$ cat src/rtl/qpp_pkg.sv
// Shared definitions for the QPP turbo-interleaver address generator:
// default widths, largest supported block length and the FSM encoding.
package qpp_pkg;

  localparam int AW_DEFAULT = 13;
  localparam int K_MAX      = 6144;

  typedef enum logic [1:0] {
    S_IDLE = 2'd0,
    S_INIT = 2'd1,
    S_RUN  = 2'd2,
    S_DONE = 2'd3
  } state_e;

endpackage

$ cat src/rtl/qpp_mod_add.sv
// Combinational modular adder: sum = (a + b) mod k.
// Holds only when both operands are already reduced below k.
module qpp_mod_add #(
  parameter int AW = 13
) (
  input  logic [AW-1:0] a_i,
  input  logic [AW-1:0] b_i,
  input  logic [AW-1:0] k_i,
  output logic [AW-1:0] sum_o
);

  logic [AW:0] s;

  // One extra bit keeps the carry so a single conditional subtract reduces it.
  assign s     = {1'b0, a_i} + {1'b0, b_i};
  assign sum_o = (s >= {1'b0, k_i}) ? AW'(s - {1'b0, k_i}) : AW'(s);

endmodule

$ cat src/rtl/qpp_addr_gen.sv
// Recursive QPP address generator: streams pi(i) = (f1*i + f2*i^2) mod K
// for i = 0..K-1 using only modular additions, over a valid/ready handshake.
module qpp_addr_gen
  import qpp_pkg::*;
#(
  parameter int AW = AW_DEFAULT
) (
  input  logic          clk,
  input  logic          rst_n,
  input  logic          start,
  input  logic [AW-1:0] k_len,
  input  logic [AW-1:0] f1,
  input  logic [AW-1:0] f2,
  output logic [AW-1:0] addr_out,
  output logic          addr_vld,
  input  logic          addr_rdy,
  output logic          busy,
  output logic          done
);

  state_e        state_q, state_d;
  logic          start_q, start_d;
  logic [AW-1:0] k_q, k_d, f1_q, f1_d, f2_q, f2_d;
  logic [AW-1:0] pi_q, pi_d, g_q, g_d, inc_q, inc_d, idx_q, idx_d;
  logic [AW-1:0] pi_sum, g_sum, inc_sum, g_add_a, g_add_b;
  logic          in_init;

  // The g adder doubles as the g(0) = f1 + f2 precompute while in INIT.
  assign in_init = (state_q == S_INIT);
  assign g_add_a = in_init ? f1_q : g_q;
  assign g_add_b = in_init ? f2_q : inc_q;

  qpp_mod_add #(.AW(AW)) u_pi_add (
    .a_i(pi_q), .b_i(g_q), .k_i(k_q), .sum_o(pi_sum)
  );

  qpp_mod_add #(.AW(AW)) u_g_add (
    .a_i(g_add_a), .b_i(g_add_b), .k_i(k_q), .sum_o(g_sum)
  );

  qpp_mod_add #(.AW(AW)) u_inc_add (
    .a_i(f2_q), .b_i(f2_q), .k_i(k_q), .sum_o(inc_sum)
  );

  always_comb begin
    // NOTE: every next-state signal gets a default first so no path infers a latch.
    state_d = state_q;
    start_d = 1'b0;
    k_d     = k_q;
    f1_d    = f1_q;
    f2_d    = f2_q;
    pi_d    = pi_q;
    g_d     = g_q;
    inc_d   = inc_q;
    idx_d   = idx_q;

    unique case (state_q)
      S_IDLE: begin
        if (start_q) begin
          state_d = S_INIT;
          pi_d    = '0;
          idx_d   = '0;
        end
      end
      S_INIT: begin
        g_d     = g_sum;
        inc_d   = inc_sum;
        state_d = S_RUN;
      end
      S_RUN: begin
        if (addr_rdy) begin
          if (idx_q == k_q - AW'(1)) begin
            state_d = S_DONE;
          end else begin
            idx_d = idx_q + AW'(1);
            pi_d  = pi_sum;
            g_d   = g_sum;
          end
        end
      end
      S_DONE: state_d = S_IDLE;
      default: state_d = S_IDLE;
    endcase

    // A request is captured only when the FSM will be idle to act on it next cycle.
    if (start && (state_d == S_IDLE)) begin
      start_d = 1'b1;
      k_d     = k_len;
      f1_d    = f1;
      f2_d    = f2;
    end
  end

  always_ff @(posedge clk or negedge rst_n) begin
    if (!rst_n) begin
      state_q <= S_IDLE;
      start_q <= 1'b0;
      k_q     <= '0;
      f1_q    <= '0;
      f2_q    <= '0;
      pi_q    <= '0;
      g_q     <= '0;
      inc_q   <= '0;
      idx_q   <= '0;
    end else begin
      // NOTE: non-blocking assignments so every flop samples pre-edge values.
      state_q <= state_d;
      start_q <= start_d;
      k_q     <= k_d;
      f1_q    <= f1_d;
      f2_q    <= f2_d;
      pi_q    <= pi_d;
      g_q     <= g_d;
      inc_q   <= inc_d;
      idx_q   <= idx_d;
    end
  end

  assign addr_out = pi_q;
  assign addr_vld = (state_q == S_RUN);
  assign busy     = (state_q == S_INIT) || (state_q == S_RUN);
  assign done     = (state_q == S_DONE);

endmodule
$ cat config.mk
export PLATFORM = sky130hd
export DESIGN_NAME = qpp_addr_gen
export DESIGN_NICKNAME = d
export VERILOG_FILES = /design/src/rtl/qpp_pkg.sv /design/src/rtl/qpp_mod_add.sv /design/src/rtl/qpp_addr_gen.sv
export SDC_FILE = /design/constraint.sdc
export NUM_CORES = 1
export LEC_CHECK = 0
export ABC_AREA = 0
export BUFFER_PORTS_ARGS = -buffer_cell sky130_fd_sc_hd__buf_4
export CORE_ASPECT_RATIO = 0.9
export CORE_UTILIZATION = 36
export DETAILED_ROUTE_END_ITERATION = 12
export MAX_ROUTING_LAYER = met4
export SYNTH_ARGS = -nofsm -noshare
export SYNTH_HDL_FRONTEND = slang
export SYNTH_HIERARCHICAL = 1
export SYNTH_SLANG_ARGS = --single-unit
$ cat constraint.sdc
create_clock -name clk -period 16.1 [get_ports clk]
set_input_delay 0.805 -clock clk [delete_from_list [all_inputs] [get_ports clk]]
set_output_delay 0.805 -clock clk [all_outputs]
set_load 0.01 [all_outputs]
Word-level counts from Yosys, hierarchy flattened
Index checks and enable logic that the tools add are counted.
- flip-flop bits (word level): 94
- latch bits: 0
- memory bits (writable): 0
- ROM bits: 0
- input port bits: 43
- output and inout port bits: 16
- logic and storage cells: 55
- memories: 0
- add/sub/neg operators: 8
- multiply operators: 0
- divide/modulo/power cells: 0
- $lt $le $gt $ge: 3
- equality and inequality tests: 7
- shift-type cells: 0
- muxes and demuxes: 20
- bitwise operators: 0
- reduce and logical (&&, ||, !) cells: 8
- operators by type and width (kind ; count):
    two-way mux 13 bit ; 12
    one-hot mux 13 bit (2 select lines) ; 3
    adder 13 x 13 -> 14 bit ; 3
    greater-or-equal comparator 14 x 13 -> 1 bit ; 3
    subtractor 13 bit ; 3
    adder 13 x 1 -> 13 bit, second input constant ; 1
    == test 13 bit ; 1
    subtractor 13 x 1 -> 13 bit, second input constant ; 1
    one-hot mux 2 bit (4 select lines) ; 1
    two-way mux 2 bit ; 3
    == test 2 bit, second input constant ; 2
    zero test 2 bit ; 2
    != test 2 bit, second input constant ; 2
    AND reduction 4 bit ; 1
    nonzero test 2 bit ; 2
    AND reduction 3 bit ; 1
    == test 2 x 1 -> 1 bit, second input constant ; 1
    != test 2 x 1 -> 1 bit, second input constant ; 1
    logical AND 1 bit ; 1
    logical OR 1 bit ; 1
    two-way mux 1 bit ; 1

Logic depth before layout (Yosys ltp)
- word-level depth: 8
- mapped depth: 24
- gate-level depth less buffers: 20

By module
The synthesis kept the hierarchy.
- modules (own cells, without submodules) (module ; instances ; cells each ; area each (um2) ; seq. area each (um2)):
    qpp_addr_gen ; 1 ; 430 ; 4879.7 ; 2352.3
    qpp_mod_add (u_g_add ...) ; 2 ; 191 ; 1428.9 ; 0.0
    qpp_mod_add (u_pi_add) ; 1 ; 190 ; 1436.4 ; 0.0

Worst setup path before layout
OpenSTA, ideal clock, no wires.
- path kind: register to register
- from: register state_q[1]
- to: register g_q[2]
- library setup time: 0.127 ns
- arrival time: 5.009 ns
- data required time: 15.973 ns
- setup slack: 10.964 ns
- cell stages (with the launch flop): 21
- buffers on the path: 3
- clock period less this slack: 5.136 ns
- path through: dfrtp_1 -> inv_1 -> ha_1 -> clkbuf_1 -> buf_1 -> mux2_2 -> ha_1 -> a21o_1 -> a21o_1 -> a221oi_4 -> or4b_1 -> o211ai_2 -> ha_1 -> nand2_1 -> o21ai_0 -> o21ai_0 -> a22oi_1 -> a31oi_1 -> buf_4 -> mux2_2 -> mux2_1
- word-level cells in the longest chain between the ends: 8
- elaborated cells on any way between the ends: 15
- classes of those cells: 2 x add/sub; 1 x order compare; 4 x eq/ne; 6 x mux; 2 x reduce/logical
- ends and longest elaborated chain (what ; line ; RTL):
    start, declared ; qpp_addr_gen.sv:21 ; state_e state_q, state_d;
    start signal, assigned ; qpp_addr_gen.sv:107 ; state_q <= state_d;
    == test 2 x 1 -> 1 bit (*) ; qpp_addr_gen.sv:29 ; assign in_init = (state_q == S_INIT);
    two-way mux 13 bit (*) ; qpp_addr_gen.sv:30 ; assign g_add_a = in_init ? f1_q : g_q;
    net g_add_a[5] ; qpp_addr_gen.sv:25 ; logic [AW-1:0] pi_sum, g_sum, inc_sum, g_add_a, g_add_b;
    adder 13 x 13 -> 14 bit (*) ; qpp_mod_add.sv:15 ; assign s = {1'b0, a_i} + {1'b0, b_i};
    greater-or-equal comparator 14 x 13 -> 1 bit (*) ; qpp_mod_add.sv:16 ; assign sum_o = (s >= {1'b0, k_i}) ? AW'(s - {1'b0, k_i}) : AW'(s);
    two-way mux 13 bit (*) ; qpp_mod_add.sv:16 ;
    two-way mux 13 bit ; qpp_addr_gen.sv:72 ; if (idx_q == k_q - AW'(1)) begin
    two-way mux 13 bit ; qpp_addr_gen.sv:71 ; if (addr_rdy) begin
    one-hot mux 13 bit (2 select lines) (*) ; qpp_addr_gen.sv:57 ; unique case (state_q)
    net g_d[2] ; qpp_addr_gen.sv:24 ; logic [AW-1:0] pi_q, pi_d, g_q, g_d, inc_q, inc_d, idx_q, idx_d;
    end signal, assigned ; qpp_addr_gen.sv:113 ; g_q <= g_d;
    end, declared ; qpp_addr_gen.sv:24 ;
The timed path passes the listed nets; every way through them passes the cells marked *. The select of a mux whose other input is x is not followed.
A chain may end at the register's enable or synchronous reset.

Worst setup path after layout
- from: register state_q[1]
- to: register g_q[8]
- word-level cells in the longest chain between the ends: 8
- elaborated cells on any way between the ends: 15
- classes of those cells: 2 x add/sub; 1 x order compare; 4 x eq/ne; 6 x mux; 2 x reduce/logical
- ends and longest elaborated chain (what ; line):
    == test 2 x 1 -> 1 bit (*) ; qpp_addr_gen.sv:29
    two-way mux 13 bit (*) ; qpp_addr_gen.sv:30
    net g_add_a[0] ; qpp_addr_gen.sv:25
    adder 13 x 13 -> 14 bit (*) ; qpp_mod_add.sv:15
    subtractor 13 bit / greater-or-equal comparator 14 x 13 -> 1 bit (equally long branches) ; qpp_mod_add.sv:16
    two-way mux 13 bit (*) ; qpp_mod_add.sv:16
    two-way mux 13 bit ; qpp_addr_gen.sv:72
    two-way mux 13 bit ; qpp_addr_gen.sv:71
    one-hot mux 13 bit (2 select lines) (*) ; qpp_addr_gen.sv:57
    net g_d[8] ; qpp_addr_gen.sv:24
Marks and branches as above.

==> metrics <==
status=finished clean; H-tree depth=3; vias in the first global route=6950; WS Path Type=flip-flop to flip-flop; # rows=55; M1 WL=11600 um; Num Clock Sinks=94; FFs w/ async S/R, synth=100%; post-synthesis sequential area ratio=25.6%; CP arrival=6.49 ns; Placed Cells=1379; met3 wire len=888 um; Remaining DRCs=0; final count of negative-setup-slack endpoints=0; IO Pins=59; die area=26100 um^2; Initial Utilization=36.6%; Post-Route WL=22700 um; setup bufs post-CTS=0; drt initial violations=464; uppermost layer routed=met4; Avg WL per Cell=16.2 um; minimum clock period=6.26 ns; fraction of layout cells with a size suffix above 1=18.7%; worst-path maximum fanout=53; Post-DRT Antenna Nets=0; worst min path class=input port to async pin; post-cts sizing count=0; Final Max Tran Viols=0; Total Routing Usage GR=18.4%; DP HPWL=17200 um; Synth Area per Inst=9.16 um^2; RSZ-0062 raised after global routing=no; commonest non-fill, non-tap cell in the layout=inv_1; Seq cells post-synth=94; Final Cycle Share=38.9%; Die Wd=170 um; Fin. Hold Viols=0; slew at the pin closest to its max-slew limit=1.06 ns; CTS Buf Count=9; clk_skew=0.0121 ns; DRT Pass-1 Iters=5; Achievable Freq=160 MHz; Placer Congestion=0.916; clk root buf=clkbuf_16; Rel. slew slack=29.0%; largest net degree at the start of global routing=72; first-pass GRT wire length=36700 um; cts hold-fix bufs=0; Core ar.=25000 um^2; Yosys warnings=6; clk buf depth=2; Non-Filler Instances=1395; Critical Path End Type=flip-flop; CTS tree=built; GRT Residual Overflow=0; count of cell types in the netlist=71; most frequent cells in the layout=inv_1 (98), nand2_1 (97), dfrtp_1 (94), ha_1 (84), buf_4 (62); Cell Area, Synth=9170 um^2; Gate Count Post-Synth=1002; FILL cells=2576; Critical Path RT=16.33 ns; DR vias/cell=5.26; antenna cells=0; number of antenna violations at the first check in global routing=0; Setup crit start kind=flip-flop; worst skew pair latency=0.36 ns; setup tns final=0 ns; fin nets=1182; Post-Syn Nets=1136; maxcap violations=0; die height=153 um; Synth Flop Type=dfrtp_1; PortBufs=58; DR WL met2=9970 um; Post-synth EDFFs=0; Worst-path clk slew=0.08 ns; routed vias=7343; Area Overhead vs Synth=11.0%
logic make-up after synthesis:
kind of cell	count (synthesis)	synth area share [%]
XOR/XNOR	65	6.21
flip-flops	94	25.6
AND/OR/NAND/NOR	302	17.3
AO/OA/AOI/OAI	208	16.0
adder cells (fa/ha/maj)	91	12.9
multiplexers	117	15.8
buffers and inverters	125	6.15
layer usage:
layer / GRT usage, % / vias up
met4: 3.52 / 0
met5: - / -
met3: 2.54 / 17
met1: 26.5 / 3473
met2: 27.2 / 163
li1: - / 3690
critical path, stage by stage, from the launching register on:
cell and delay [ns]:
dfrtp_1 0.40, inv_1 0.10, ha_2 0.83, mux2_2 0.42, ha_1 0.23, inv_1 0.08, fa_1 0.26, nor2b_4 0.06
o31a_1 0.32, a221oi_4 0.43, or4b_1 0.51, o211ai_2 0.10, ha_1 0.30, nand2_1 0.10, o21ai_0 0.10, o21ai_0 0.19
a22oi_1 0.16, a31oi_1 0.61, buf_4 0.30, mux2_2 0.35, mux2_1 0.29
cells in the mapped netlist (12+ instances only):
cell / n / area share [%]
a21o_1: 14 / 1.1
inv_1: 98 / 4.0
a211oi_1: 15 / 1.2
ha_1: 85 / 12
dfrtp_1: 94 / 26
nand3_1: 32 / 1.7
nor2_1: 47 / 1.9
xor2_1: 27 / 2.6
nor3_1: 12 / 0.65
nand4_1: 12 / 0.82
mux2i_1: 15 / 1.6
clkbuf_1: 12 / 0.49
xnor2_1: 38 / 3.6
o21ai_0: 46 / 2.5
nand2_1: 97 / 4.0
mux2_1: 13 / 1.6
nand2b_1: 31 / 2.1
a21oi_1: 51 / 2.8
mux2_4: 39 / 6.4
mux2_2: 50 / 6.1
nor3b_1: 13 / 1.1
metrics by stage:
step                      setup WS (ns)  utilization [%]  hold WS, ns  instance area [um^2]
after global placement            10.08             39.4        0.454                  9870
after global routing               9.39             40.6        0.360                 10200
after detailed placement           9.90             39.4        0.460                  9870
after floorplan                   10.96                -        0.442                  9170
final                              9.84             40.6        0.342                 10200
after CTS                          9.85             40.6        0.345                 10200
flip-flops by register name, summed over array words and instances, names as in the netlist:
name,cells
addr_out,13
f1_q,13
f2_q,13
g_q,13
idx_q,13
inc_q,13
k_q,13
state_q,2
start_q,1
layout make-up:
class | instances | area (um^2) | share of cell area (%)
Clock buffer | 10 | 239 | 2.35
Multi-Input combinational cell | 783 | 6260 | 61.5
Inverter | 98 | 368 | 3.61
Timing Repair Buffer | 62 | 465 | 4.57
Sequential cell | 94 | 2350 | 23.1
Tap cell | 342 | 428 | 4.20
Clock inverter | 6 | 68.8 | 0.676
worst paths after layout:
path | start | endpoint | slack (ns) | cells past startpoint
min in group clk | inc_q[1] | inc_q[1] | 0.47 | 2
worst max register to register | state_q[1] | g_q[8] | 9.84 | 20
worst max-delay path | state_q[1] | g_q[8] | 9.84 | 20
worst min-delay path | rst_n | addr_out[4] | 0.34 | 1
worst min register to register | inc_q[1] | inc_q[1] | 0.47 | 2
max in group asynchronous | rst_n | k_q[10] | 14.46 | 2
Power is left out: the tool's default activity adds up to more than one toggle a clock period on the data nets, which glitch-free logic cannot reach.
